`src/rtl/frogger_pkg.sv`:
```
// Shared Frogger types and constants: collision FSM states and default row/game sizing.
package frogger_pkg;

  typedef enum logic [1:0] {
    PLAY  = 2'd0,
    GRACE = 2'd1,
    OVER  = 2'd2
  } collision_state_t;

  localparam int ROW_WIDTH           = 16;
  localparam int DEFAULT_LIVES       = 3;
  localparam int DEFAULT_GRACE_TICKS = 8;

endpackage

```
`src/rtl/frog_collision_if.sv`:
```
// Row-under-test bus between the game core and the collision block.
interface frog_collision_if #(
  parameter int WIDTH = 16,
  parameter int LIVES = 3
);
  localparam int LW = $clog2(LIVES + 1);

  logic             tick;
  logic [WIDTH-1:0] frog_pos;
  logic [WIDTH-1:0] hazard;
  logic             hit;
  logic             life_lost;
  logic [LW-1:0]    lives;

  modport master (
    output tick, frog_pos, hazard,
    input  hit, life_lost, lives
  );

  modport slave (
    input  tick, frog_pos, hazard,
    output hit, life_lost, lives
  );
endinterface

```
`src/rtl/frog_collision_grace_timer.sv`:
```
// Loadable frame-tick down-counter; done flags the tick that consumes the last grace tick.
module grace_timer #(
  parameter int GRACE_TICKS = 8
) (
  input  logic clk,
  input  logic reset,
  input  logic load,
  input  logic tick,
  output logic done
);
  localparam int CW = $clog2(GRACE_TICKS + 1);

  logic [CW-1:0] cnt_r;

  // Count register: load wins, otherwise count down on ticks and rest at zero.
  always_ff @(posedge clk) begin
    if (reset) begin
      cnt_r <= CW'(0);
    end else if (load) begin
      cnt_r <= CW'(GRACE_TICKS);
    end else if (tick && (cnt_r != CW'(0))) begin
      cnt_r <= cnt_r - CW'(1);
    end else begin
      cnt_r <= cnt_r;
    end
  end

  assign done = tick && (cnt_r == CW'(1));

endmodule

```
`src/rtl/frog_collision.sv`:
```
// Frog/hazard collision judge: spends lives per frame tick, grants grace after a hit,
// and raises a sticky game-over request when the last life is lost.
module frog_collision
  import frogger_pkg::*;
#(
  parameter int WIDTH       = ROW_WIDTH,
  parameter int LIVES       = DEFAULT_LIVES,
  parameter int GRACE_TICKS = DEFAULT_GRACE_TICKS
) (
  input logic              clk,
  input logic              reset,
  frog_collision_if.slave  bus
);
  localparam int LW = $clog2(LIVES + 1);

  collision_state_t state_r;
  logic [LW-1:0]    lives_r;
  logic             hit_r;
  logic             life_lost_r;
  logic             overlap_s;
  logic             grace_load_s;
  logic             grace_done_s;

  // Overlap and grace-load decode for the current cycle.
  always_comb begin
    overlap_s    = |(bus.frog_pos & bus.hazard);
    grace_load_s = 1'b0;
    if ((state_r == PLAY) && bus.tick && overlap_s && (lives_r > LW'(1))) begin
      grace_load_s = 1'b1;
    end else begin
      grace_load_s = 1'b0;
    end
  end

  grace_timer #(
    .GRACE_TICKS (GRACE_TICKS)
  ) u_grace_timer (
    .clk   (clk),
    .reset (reset),
    .load  (grace_load_s),
    .tick  (bus.tick),
    .done  (grace_done_s)
  );

  // Game FSM with registered lives, hit and life_lost outputs.
  always_ff @(posedge clk) begin
    if (reset) begin
      state_r     <= PLAY;
      lives_r     <= LW'(LIVES);
      hit_r       <= 1'b0;
      life_lost_r <= 1'b0;
    end else begin
      life_lost_r <= 1'b0;
      case (state_r)
        PLAY: begin
          if (bus.tick && overlap_s) begin
            if (lives_r > LW'(1)) begin
              lives_r     <= lives_r - LW'(1);
              life_lost_r <= 1'b1;
              state_r     <= GRACE;
            end else begin
              lives_r <= LW'(0);
              hit_r   <= 1'b1;
              state_r <= OVER;
            end
          end else begin
            state_r <= PLAY;
          end
        end
        GRACE: begin
          if (grace_done_s) begin
            state_r <= PLAY;
          end else begin
            state_r <= GRACE;
          end
        end
        OVER: begin
          state_r <= OVER;
          hit_r   <= 1'b1;
          lives_r <= LW'(0);
        end
        default: begin
          // Unreachable encoding: treat as a lost game rather than resume play.
          state_r <= OVER;
          hit_r   <= 1'b1;
          lives_r <= LW'(0);
        end
      endcase
    end
  end

  assign bus.hit       = hit_r;
  assign bus.life_lost = life_lost_r;
  assign bus.lives     = lives_r;

endmodule

```
`src/flat_wrapper.sv`:
```
// flat-port wrapper written by rule: the top's interface ports become plain ports
module frog_collision_flat import frogger_pkg::*;
#(
  parameter int WIDTH       = ROW_WIDTH,
  parameter int LIVES       = DEFAULT_LIVES,
  parameter int GRACE_TICKS = DEFAULT_GRACE_TICKS
)
  (clk, reset, bus_tick, bus_frog_pos, bus_hazard, bus_hit, bus_life_lost, bus_lives);
  frog_collision_if #(.WIDTH(WIDTH), .LIVES(LIVES)) bus_i ();
  input logic clk;
  input logic reset;
  input wire logic [$bits(bus_i.tick)-1:0] bus_tick;
  input wire logic [$bits(bus_i.frog_pos)-1:0] bus_frog_pos;
  input wire logic [$bits(bus_i.hazard)-1:0] bus_hazard;
  output wire logic [$bits(bus_i.hit)-1:0] bus_hit;
  output wire logic [$bits(bus_i.life_lost)-1:0] bus_life_lost;
  output wire logic [$bits(bus_i.lives)-1:0] bus_lives;
  assign bus_i.tick = bus_tick;
  assign bus_i.frog_pos = bus_frog_pos;
  assign bus_i.hazard = bus_hazard;
  assign bus_hit = bus_i.hit;
  assign bus_life_lost = bus_i.life_lost;
  assign bus_lives = bus_i.lives;
  frog_collision #(.WIDTH(WIDTH), .LIVES(LIVES), .GRACE_TICKS(GRACE_TICKS)) u_core (.clk(clk), .reset(reset), .bus(bus_i));
endmodule
```
`config.mk`:
```
export PLATFORM = sky130hd
export DESIGN_NAME = frog_collision_flat
export DESIGN_NICKNAME = d
export VERILOG_FILES = /design/src/rtl/frogger_pkg.sv /design/src/rtl/frog_collision_if.sv /design/src/rtl/frog_collision_grace_timer.sv /design/src/rtl/frog_collision.sv /design/src/flat_wrapper.sv
export SDC_FILE = /design/constraint.sdc
export NUM_CORES = 1
export LEC_CHECK = 0
export CORE_MARGIN = 1.5
export CORE_UTILIZATION = 31
export CTS_BUF_LIST = sky130_fd_sc_hd__clkbuf_8 sky130_fd_sc_hd__clkbuf_16
export CTS_CLUSTER_SIZE = 28
export DETAILED_ROUTE_END_ITERATION = 10
export GPL_TIMING_DRIVEN = 0
export PLACE_DENSITY = 0.8
export SKIP_CTS_REPAIR_TIMING = 1
export SYNTH_ARGS = -nofsm -noshare
export SYNTH_HDL_FRONTEND = slang
export SYNTH_SLANG_ARGS = --single-unit
export TNS_END_PERCENT = 50
```
`constraint.sdc`:
```
create_clock -name clk -period 1.3 [get_ports clk]
set_input_delay 0.26 -clock clk [delete_from_list [all_inputs] [get_ports clk]]
set_output_delay 0.26 -clock clk [all_outputs]
set_load 0.02 [all_outputs]
```
==> impl_metrics.json, run 1 <==
{
  "maxCapViolCount": 0,
  "clock_sinks": 10,
  "yosys.area.top_type_share_pct": 34.48,
  "min_path_type": "input pin to register",
  "io_pins": 39,
  "start_kind": "register",
  "status": "finished with violations",
  "num_rows": 15,
  "grt_pass1_vias": 593,
  "vdd_drop_max_mv": 0.5720,
  "final_util_pct": 69.03,
  "clk_path_buf_depth": 2,
  "max_freq_ghz": 0.7290,
  "syn_area_sq_um": 580.6,
  "cts_buffers": 3,
  "num_antenna_cells": 0,
  "cp_data_arrival_time_ns": 1.47,
  "fin_tns_setup_ns": -0.1865,
  "path_clk_slew_ns": 0.05,
  "path_class": "register to register",
  "violations": "negative setup slack",
  "cts_tree": "yes",
  "synth_top_area_cell": "dfxtp_1",
  "setup_viol": 4,
  "syn-instance-count": 58,
  "grt_max_degree": 11,
  "synth.most_common_cell": "dfxtp_1",
  "synth.net_count": 95,
  "layout_setup_ws_ns": -0.07175,
  "rrSetupSlack_ns": -0.07,
  "finClkSkew_ns": 0.003738,
  "crit_fanout": 3,
  "slew_viol_final": 0,
  "slew_headroom_pct": 63.58,
  "place_hpwl_mm": 1.182,
  "die_area_sq_um": 2141,
  "viasPerCell": 5.023,
  "drt_iter0_markers": 6,
  "synth_cell_types": 28,
  "worst_pin_slew_ns": 0.5463,
  "cts_htree_levels": 1,
  "nNetsFinal": 143,
  "rsz0062_at_grt": "yes",
  "place.gp.congestion": 0.6433,
  "track_usage_pct": 15.84,
  "power.switching_uw": 526.4,
  "ant_nets": 0,
  "ys_top_cells_by_area": "dfxtp_1, a221oi_2, a22o_1",
  "syn_area_per_cell_sq_um": 10.01,
  "pwr-share-clk_pct": 20.8,
  "ys.flop_type": "dfxtp_1",
  "routed_wirelength_mm": 1.635,
  "die_y_um": 46.28,
  "yosysWarningCount": 0,
  "grt-ovfl-total": 0,
  "area_growth_pct": 107.5,
  "drc_errors": 0,
  "num_vias": 648,
  "drtPass1Iterations": 3,
  "required_ns": 1.40,
  "sw_frac_of_total_pct": 34.56,
  "wire_per_inst_um": 12.67,
  "pwr-share-seq_pct": 31.0,
  "p_leak_uw": 0.0007266,
  "hold_viol": 0,
  "async_flop_share_pct": 0,
  "clock-root-buffer": "clkbuf_8",
  "hold_start": "bus_tick",
  "synth_common_cells": "dfxtp_1, nor2_1, a221oi_2, a22o_1, inv_1",
  "internal_power_uw": 996.8,
  "pwr_density_cell_nw_per_um2": 1264,
  "reg2reg_from": "u_core.u_grace_timer.cnt_r[0]$_SDFFE_PP0P_",
  "hold-path-cell-count": 3,
  "synth_seq_area_share_pct": 34.48,
  "antenna_found_initial": 0,
  "min_to": "u_core.state_r[0]$_SDFF_PP0_",
  "core_sq_um": 1745,
  "report.power.total_uw": 1523,
  "placed_area_sq_um": 994.7,
  "period_share_pct": 105.5,
  "clk_latency_ns": 0.24,
  "synth_seq_cells": 10,
  "pwr-share-comb_pct": 48.2,
  "end_kind": "register",
  "final.min_clock_period_ns": 1.372,
  "r2r_end": "u_core.u_grace_timer.cnt_r[1]$_SDFFE_PP0P_",
  "synth_edf_count": 0,
  "finish.instance_area_sq_um": 1205,
  "start_util_pct": 33.26,
  "drive_above_1_share_pct": 37.50,
  "worstRegToRegCells": 8,
  "die_w_um": 46.28,
  "grt_pass1_wl_mm": 2.304,
  "port_buffers": 37
}
## sequential cells by signal, summed over array words and instances (netlist names)
| name | cells |
|---|---|
| u_core.bus.hit | 1 |
| u_core.bus.life_lost | 1 |
| u_core.bus.lives | 2 |
| u_core.state_r | 2 |
| u_core.u_grace_timer.cnt_r | 4 |
## area by class of cell
cell class,instances,area (sq um)
Buffer,1,3.754
Clock buffer,3,41.29
Fill cell,133,540.5
Inverter,4,17.52
Multi-Input combinational cell,43,435.4
Sequential cell,10,202.7
Tap cell,25,31.28
Timing Repair Buffer,43,473.0
## cell families (layout without fill, tap and decap cells)
logic type,Yosys count,count (layout),synth area share [%]
compound gates,20,20,33.19
xor+xnor,3,3,4.527
fa+ha+maj,2,2,4.310
buf+inv,5,51,3.231
flops,10,10,34.48
simple gates,18,18,20.26
## placed cells by master, fill, tap and decap left out, types with 2 or more instances in the layout
cell type,Yosys,layout
a211oi_2,1,3
a21oi_1,3,2
a221oi_2,4,4
a22o_1,4,4
buf_4,0,5
buf_6,0,2
clkbuf_2,0,5
clkbuf_8,0,3
dfxtp_1,10,8
dfxtp_2,0,2
dlymetal6s2s_1,0,31
inv_2,0,2
nor2_1,5,5
nor2b_1,2,2
## layer usage
metal	track usage [%]	wire, um	up-vias	share of wire, %
met5	0	0	-	0
met4	13.71	53	0	3.2
met3	2.745	124	5	7.6
met2	26.11	831	39	51
met1	17.18	626	287	38
li1	-	-	317	-
## worst max path at each step
stage	end	slack [ns]	start	cells past startpoint
2_1_floorplan	u_core.u_grace_timer.cnt_r[3]$_SDFFE_PP0P_	-0.03	u_core.u_grace_timer.cnt_r[0]$_SDFFE_PP0P_	7
3_3_place_gp	u_core.state_r[0]$_SDFF_PP0_	-0.47	bus_frog_pos[5]	6
3_5_place_dp	u_core.state_r[0]$_SDFF_PP0_	-0.50	bus_frog_pos[1]	6
4_1_cts	u_core.state_r[0]$_SDFF_PP0_	-0.26	bus_frog_pos[1]	6
5_1_grt	u_core.u_grace_timer.cnt_r[2]$_SDFFE_PP0P_	-0.12	u_core.u_grace_timer.cnt_r[0]$_SDFFE_PP0P_	7
6_report	u_core.u_grace_timer.cnt_r[1]$_SDFFE_PP0P_	-0.07	u_core.u_grace_timer.cnt_r[0]$_SDFFE_PP0P_	8
## critical path, stage by stage (launching register included)
cell      delay (ns)
dfxtp_2         0.33
inv_4           0.07
ha_4            0.13
inv_2           0.04
o31ai_4         0.27
buf_6           0.16
nor2_1          0.04
a21oi_2         0.12
a211oi_2        0.06
## power groups by stage
stage                     Combinational [uW]  Sequential (uW)  Clock [uW]
after global placement                   546              460           0
after CTS                                569              458         321
after floorplan                          337              477           0
after global routing                     790              484         340
after detailed placement                 562              463           0
final                                    734              472         317
## through the flow
| stage | setup WS, ns | cells | hold WS [ns] |
|---|---|---|---|
| 2_1_floorplan | -0.03115 | 58 | 0.4504 |
| 3_3_place_gp | -0.4733 | 120 | 0.4634 |
| 3_5_place_dp | -0.5025 | 120 | 0.4666 |
| 4_1_cts | -0.2630 | 123 | 0.4341 |
| 5_1_grt | -0.1219 | 129 | 0.4763 |
| 6_report | -0.07175 | 129 | 0.4683 |
No activity file was read; power rests on OpenSTA's default activity.
==> run 2: changes to the inputs <==
--- a/config.mk
+++ b/config.mk
@@ -6,12 +6,12 @@
 export NUM_CORES = 1
 export LEC_CHECK = 0
 export CORE_MARGIN = 1.5
-export CORE_UTILIZATION = 31
+export CORE_UTILIZATION = 37
 export CTS_BUF_LIST = sky130_fd_sc_hd__clkbuf_8 sky130_fd_sc_hd__clkbuf_16
 export CTS_CLUSTER_SIZE = 28
 export DETAILED_ROUTE_END_ITERATION = 10
 export GPL_TIMING_DRIVEN = 0
-export PLACE_DENSITY = 0.8
+export PLACE_DENSITY = 0.89
 export SKIP_CTS_REPAIR_TIMING = 1
 export SYNTH_ARGS = -nofsm -noshare
 export SYNTH_HDL_FRONTEND = slang
==> constraint.sdc (replaced) <==
create_clock -name clk -period 1.6 [get_ports clk]
set_input_delay 0.32 -clock clk [delete_from_list [all_inputs] [get_ports clk]]
set_output_delay 0.32 -clock clk [all_outputs]
set_load 0.02 [all_outputs]
==> run 2 against run 1 <==
Net effect:
- the run now ends clean
- first-iteration DRC count shrank 83%
- via count down 4.3%
- final area down 7.8%
- flip-flop and latch count unchanged
- cell count is 10% lower
- clock-buffer cell count rose by 1
- global-route usage is 1.4 points higher
- largest power group unchanged
- routed wire length decreased by 1.9%
==> impl_metrics.json, run 2 (same netlist as run 1, synthesis figures left out) <==
{
  "status": "finished clean",
  "required_ns": 1.73,
  "hold-path-cell-count": 1,
  "viasPerCell": 5.345,
  "pwr-share-clk_pct": 27.2,
  "ant_nets": 0,
  "internal_power_uw": 778.8,
  "place_hpwl_mm": 1.186,
  "cts_buffers": 3,
  "worst_pin_slew_ns": 0.5428,
  "pwr-share-comb_pct": 40.4,
  "num_rows": 14,
  "p_leak_uw": 0.0005574,
  "num_vias": 620,
  "grt_pass1_wl_mm": 2.366,
  "clock_sinks": 10,
  "start_util_pct": 38.99,
  "pwr-share-seq_pct": 32.4,
  "finClkSkew_ns": 0.003283,
  "final.min_clock_period_ns": 1.553,
  "nNetsFinal": 138,
  "path_class": "input pin to register",
  "final_common_cell": "clkdlybuf4s50_1",
  "path_cells": "clkdlybuf4s50_1 > a22o_1 > a221oi_2 > and4_4 > nor2_4 > a22o_2",
  "cpPeakStageDelay_ns": 0.40,
  "worstRegToRegCells": 7,
  "power.switching_uw": 374.0,
  "cp_data_arrival_time_ns": 1.68,
  "max_freq_ghz": 0.6440,
  "nFillCells": 101,
  "hold_viol": 0,
  "period_share_pct": 97.05,
  "slew_headroom_pct": 63.81,
  "r2r_end": "u_core.u_grace_timer.cnt_r[2]$_SDFFE_PP0P_",
  "die_area_sq_um": 1816,
  "whs_ns": 0.4975,
  "maxCapViolCount": 0,
  "rrSetupSlack_ns": 0.10,
  "die_y_um": 42.61,
  "core_sq_um": 1489,
  "rsz0062_at_grt": "no",
  "num_antenna_cells": 0,
  "min_to": "u_core.state_r[0]$_SDFF_PP0_",
  "layout_common_cells": "clkdlybuf4s50_1, dlymetal6s2s_1, dfxtp_1",
  "track_usage_pct": 17.23,
  "grt_pass1_vias": 642,
  "cts_htree_levels": 1,
  "cts_tree": "yes",
  "pwr_density_cell_nw_per_um2": 1038,
  "hold_start": "u_core.state_r[0]$_SDFF_PP0_",
  "wire_per_inst_um": 13.83,
  "reg2reg_from": "u_core.u_grace_timer.cnt_r[0]$_SDFFE_PP0P_",
  "drt_iter0_markers": 1,
  "end_kind": "register",
  "path_clk_slew_ns": 0.05,
  "drtPass1Iterations": 3,
  "crit_slowest_cell": "clkdlybuf4s50_1",
  "clk_latency_ns": 0.24,
  "routed_wirelength_mm": 1.604,
  "port_buffers": 37,
  "die_w_um": 42.61,
  "fin_tns_setup_ns": 0,
  "clock-root-buffer": "clkbuf_8",
  "drc_errors": 0,
  "io_pins": 39,
  "top_register": "u_core.u_grace_timer.cnt_r",
  "grt-ovfl-total": 0,
  "area_growth_pct": 91.38,
  "largest_reg_flops": 4,
  "slew_viol_final": 0,
  "place.gp.congestion": 0.7066,
  "placed_area_sq_um": 970.9,
  "crit_fanout": 5,
  "start_kind": "input pin",
  "antenna_found_initial": 0,
  "drive_above_1_share_pct": 20.00,
  "grt_max_degree": 11,
  "vdd_drop_max_mv": 0.4951,
  "setup_viol": 0,
  "min_path_type": "register to register",
  "clk_path_buf_depth": 2,
  "finish.instance_area_sq_um": 1111,
  "sw_frac_of_total_pct": 32.44
}
[run 2: power groups by stage]
stage	combinational [uW]	clock (uW)	sequential [uW]
global route	510	326	384
finish	465	314	374
detailed placement	428	0	369
CTS	434	316	365
global placement	416	0	365
floorplan	248	0	379
[run 2: worst max-delay path by stage]
| stage | slack (ns) | cells past startpoint | startpoint | endpoint |
|---|---|---|---|---|
| after floorplan | 0.19 | 7 | u_core.u_grace_timer.cnt_r[0]$_SDFFE_PP0P_ | u_core.u_grace_timer.cnt_r[2]$_SDFFE_PP0P_ |
| after global placement | -0.23 | 6 | bus_frog_pos[5] | u_core.state_r[0]$_SDFF_PP0_ |
| after detailed placement | -0.27 | 6 | bus_frog_pos[5] | u_core.state_r[0]$_SDFF_PP0_ |
| after CTS | -0.02 | 6 | bus_frog_pos[0] | u_core.state_r[0]$_SDFF_PP0_ |
| after global routing | 0.0004 | 6 | bus_hazard[15] | u_core.state_r[1]$_SDFF_PP0_ |
| final | 0.05 | 6 | bus_hazard[15] | u_core.state_r[1]$_SDFF_PP0_ |
[run 2: layout make-up]
type / count / area, sq um / area share [%]
plain buffers: 1 / 3.754 / 0.3378
inverters: 4 / 15.01 / 1.351
flip-flops and latches: 10 / 201.4 / 18.13
well taps: 16 / 20.02 / 1.802
repair buffers: 38 / 420.4 / 37.84
clock buffers: 4 / 55.05 / 4.955
multi-input cells: 43 / 395.4 / 35.59
[run 2: per-stage QoR]
stage	util (%)	std cells	setup slack, ns	total power, uW
after floorplan	-	58	0.1912	627.2
after global placement	65.21	111	-0.2334	780.5
after detailed placement	65.21	111	-0.2660	796.9
after CTS	68.91	115	-0.01993	1115
after global routing	74.62	116	0.0003928	1220
final	74.62	116	0.04722	1153
[run 2: routing by layer]
metal / global-route usage, % / up-vias / share of wire, %
met2: 31.38 / 33 / 57
met4: 11.25 / 0 / 0.94
li1: - / 305 / -
met1: 19.00 / 280 / 35
met5: 0 / - / 0
met3: 0.8621 / 2 / 6.9
[run 2: critical path, delay by kind of cell]
| family | cells | cell delay, ns |
|---|---|---|
| AO/OA/AOI/OAI | 3 | 0.58 |
| AND/OR/NAND/NOR | 2 | 0.38 |
| buffers and inverters | 1 | 0.40 |
==> run 3: changes to the inputs <==
--- a/config.mk
+++ b/config.mk
@@ -5,14 +5,17 @@
 export SDC_FILE = /design/constraint.sdc
 export NUM_CORES = 1
 export LEC_CHECK = 0
+export CELL_PAD_IN_SITES_DETAIL_PLACEMENT = 1
+export CELL_PAD_IN_SITES_GLOBAL_PLACEMENT = 2
 export CORE_MARGIN = 1.5
-export CORE_UTILIZATION = 37
+export CORE_UTILIZATION = 20
 export CTS_BUF_LIST = sky130_fd_sc_hd__clkbuf_8 sky130_fd_sc_hd__clkbuf_16
 export CTS_CLUSTER_SIZE = 28
 export DETAILED_ROUTE_END_ITERATION = 10
 export GPL_TIMING_DRIVEN = 0
-export PLACE_DENSITY = 0.89
+export PLACE_DENSITY = 0.88
 export SKIP_CTS_REPAIR_TIMING = 1
+export SLEW_MARGIN = 20
 export SYNTH_ARGS = -nofsm -noshare
 export SYNTH_HDL_FRONTEND = slang
 export SYNTH_SLANG_ARGS = --single-unit
==> run 3 against run 2 <==
Net effect:
- critical path depth unchanged
- register-to-register slack hardly changed
- worst hold slack got worse by 0.019 ns
- critical path type unchanged
- highest routed layer unchanged
==> impl_metrics.json, run 3 (same netlist as run 1, synthesis figures left out) <==
{
  "wl_met2_um": 787,
  "multi_input_area_sq_um": 381.6,
  "worst_pin_slew_ns": 0.4946,
  "final.min_clock_period_ns": 1.599,
  "die_area_sq_um": 3235,
  "path_class": "input pin to register",
  "start_kind": "input pin",
  "hold_viol": 0,
  "pwr-share-clk_pct": 23.1,
  "path_clk_slew_ns": 0.04,
  "antenna_found_initial": 0,
  "top_register": "u_core.u_grace_timer.cnt_r",
  "vdd_drop_max_mv": 0.6259,
  "final_util_pct": 38.61,
  "sw_frac_of_total_pct": 32.65,
  "start_util_pct": 21.05,
  "maxCapViolCount": 0,
  "largest_reg_flops": 4,
  "dr_wl_met3_um": 189,
  "max_freq_ghz": 0.6254,
  "clk_path_buf_depth": 2,
  "grt_pass1_vias": 671,
  "clk_latency_ns": 0.23,
  "pwr-share-seq_pct": 34.6,
  "fin_cells": 130,
  "required_ns": 1.72,
  "layout_common_cells": "clkdlybuf4s50_1, dfxtp_1, nor2_1",
  "grt_pass1_wl_mm": 2.780,
  "routed_wirelength_mm": 1.626,
  "clock-root-buffer": "clkbuf_8",
  "area_growth_pct": 83.40,
  "cp_data_arrival_time_ns": 1.72,
  "grt_max_degree": 11,
  "place_hpwl_mm": 1.404,
  "nFillCells": 332,
  "rsz0062_at_grt": "yes",
  "crit_fanout": 4,
  "drt_iter0_markers": 3,
  "nNetsFinal": 138,
  "status": "finished clean",
  "track_usage_pct": 11.18,
  "cts_buffers": 3,
  "drive_above_1_share_pct": 18.18,
  "slew_headroom_pct": 67.03,
  "num_vias": 637,
  "wire_per_inst_um": 12.51,
  "min_path_type": "register to register",
  "io_pins": 39,
  "routed.top_layer": "met4",
  "internal_power_uw": 727.6,
  "drc_errors": 0,
  "p_leak_uw": 0.0004103,
  "power.switching_uw": 352.7,
  "cts_htree_levels": 1,
  "num_antenna_cells": 0,
  "grt-ovfl-total": 0,
  "seqCellArea_sq_um": 201.4,
  "place.gp.congestion": 0.7090,
  "end_kind": "register",
  "finClkSkew_ns": 0.002540,
  "period_share_pct": 99.93,
  "die_w_um": 56.88,
  "pwr_density_cell_nw_per_um2": 1015,
  "drtPass1Iterations": 2,
  "port_buffers": 37,
  "setup_viol": 0,
  "viasPerCell": 4.900,
  "cts_tree": "yes",
  "slew_viol_final": 0,
  "pwr-share-comb_pct": 42.3,
  "final_common_cell": "clkdlybuf4s50_1",
  "core_sq_um": 2758,
  "die_y_um": 56.88,
  "clock_sinks": 10,
  "ant_nets": 0,
  "met1_length_um": 635,
  "dp_cells": 126,
  "num_rows": 19
}
## run 3: cell count changes in the layout (fill, tap and decap cells not counted)
cell and delta:
a211oi_1 +1, nor4_4 -1, a211oi_2 -1, clkbuf_8 -1, clkdlybuf4s50_1 +15, dlymetal6s2s_1 -15, nor4_2 +1
## run 3: cell type report
| cell class | count | share of cell area (%) |
|---|---|---|
| buffer | 1 | 0.3525 |
| clock buffer | 3 | 3.878 |
| inverter | 4 | 1.410 |
| multi-input combinational | 43 | 35.84 |
| sequential | 10 | 18.92 |
| tap | 31 | 3.643 |
| timing repair buffer | 38 | 35.96 |
## run 3: path summary, 6_finish.rpt
check	endpoint	start	depth (start not counted)	slack, ns
worst max-delay path	u_core.state_r[0]$_SDFF_PP0_	bus_hazard[1]	6	0.001
worst max register to register	u_core.u_grace_timer.cnt_r[2]$_SDFFE_PP0P_	u_core.u_grace_timer.cnt_r[0]$_SDFFE_PP0P_	7	0.09
worst min register to register	u_core.state_r[0]$_SDFF_PP0_	u_core.state_r[0]$_SDFF_PP0_	1	0.48
worst min-delay path	u_core.state_r[0]$_SDFF_PP0_	u_core.state_r[0]$_SDFF_PP0_	1	0.48
## run 3: critical path, cell delays in order
cell and delay [ns]:
clkdlybuf4s50_1 0.40, a22o_1 0.24, a221oi_2 0.19, and4_4 0.30, nor4_2 0.06, a31o_1 0.20
## run 3: power by group through the flow
stage / combinational, uW / clock (uW) / sequential [uW]
5_1_grt: 502 / 277 / 385
6_report: 457 / 249 / 373
3_5_place_dp: 438 / 0 / 372
2_1_floorplan: 248 / 0 / 379
3_3_place_gp: 424 / 0 / 368
4_1_cts: 443 / 256 / 367
## run 3: metal layers
metal  vias up  track usage [%]
met4         0            3.987
met2        38            19.44
met1       291            11.85
li1        306                -
met3         2            5.069
met5         -                0
## run 3: metrics by stage
stage          hold WS [ns]  total power (uW)  setup TNS [ns]  setup slack, ns  instance area [sq um]
4_1_cts              0.4890              1066         -0.1400         -0.05190                   1031
3_5_place_dp         0.4777             809.5          -2.085          -0.2859                  989.7
6_report             0.4788              1080               0         0.001124                   1065
3_3_place_gp         0.4588             791.7          -1.789          -0.2596                  989.7
2_1_floorplan        0.4504             627.2               0           0.1912                  580.6
5_1_grt              0.5162              1164        -0.09135         -0.03816                   1065
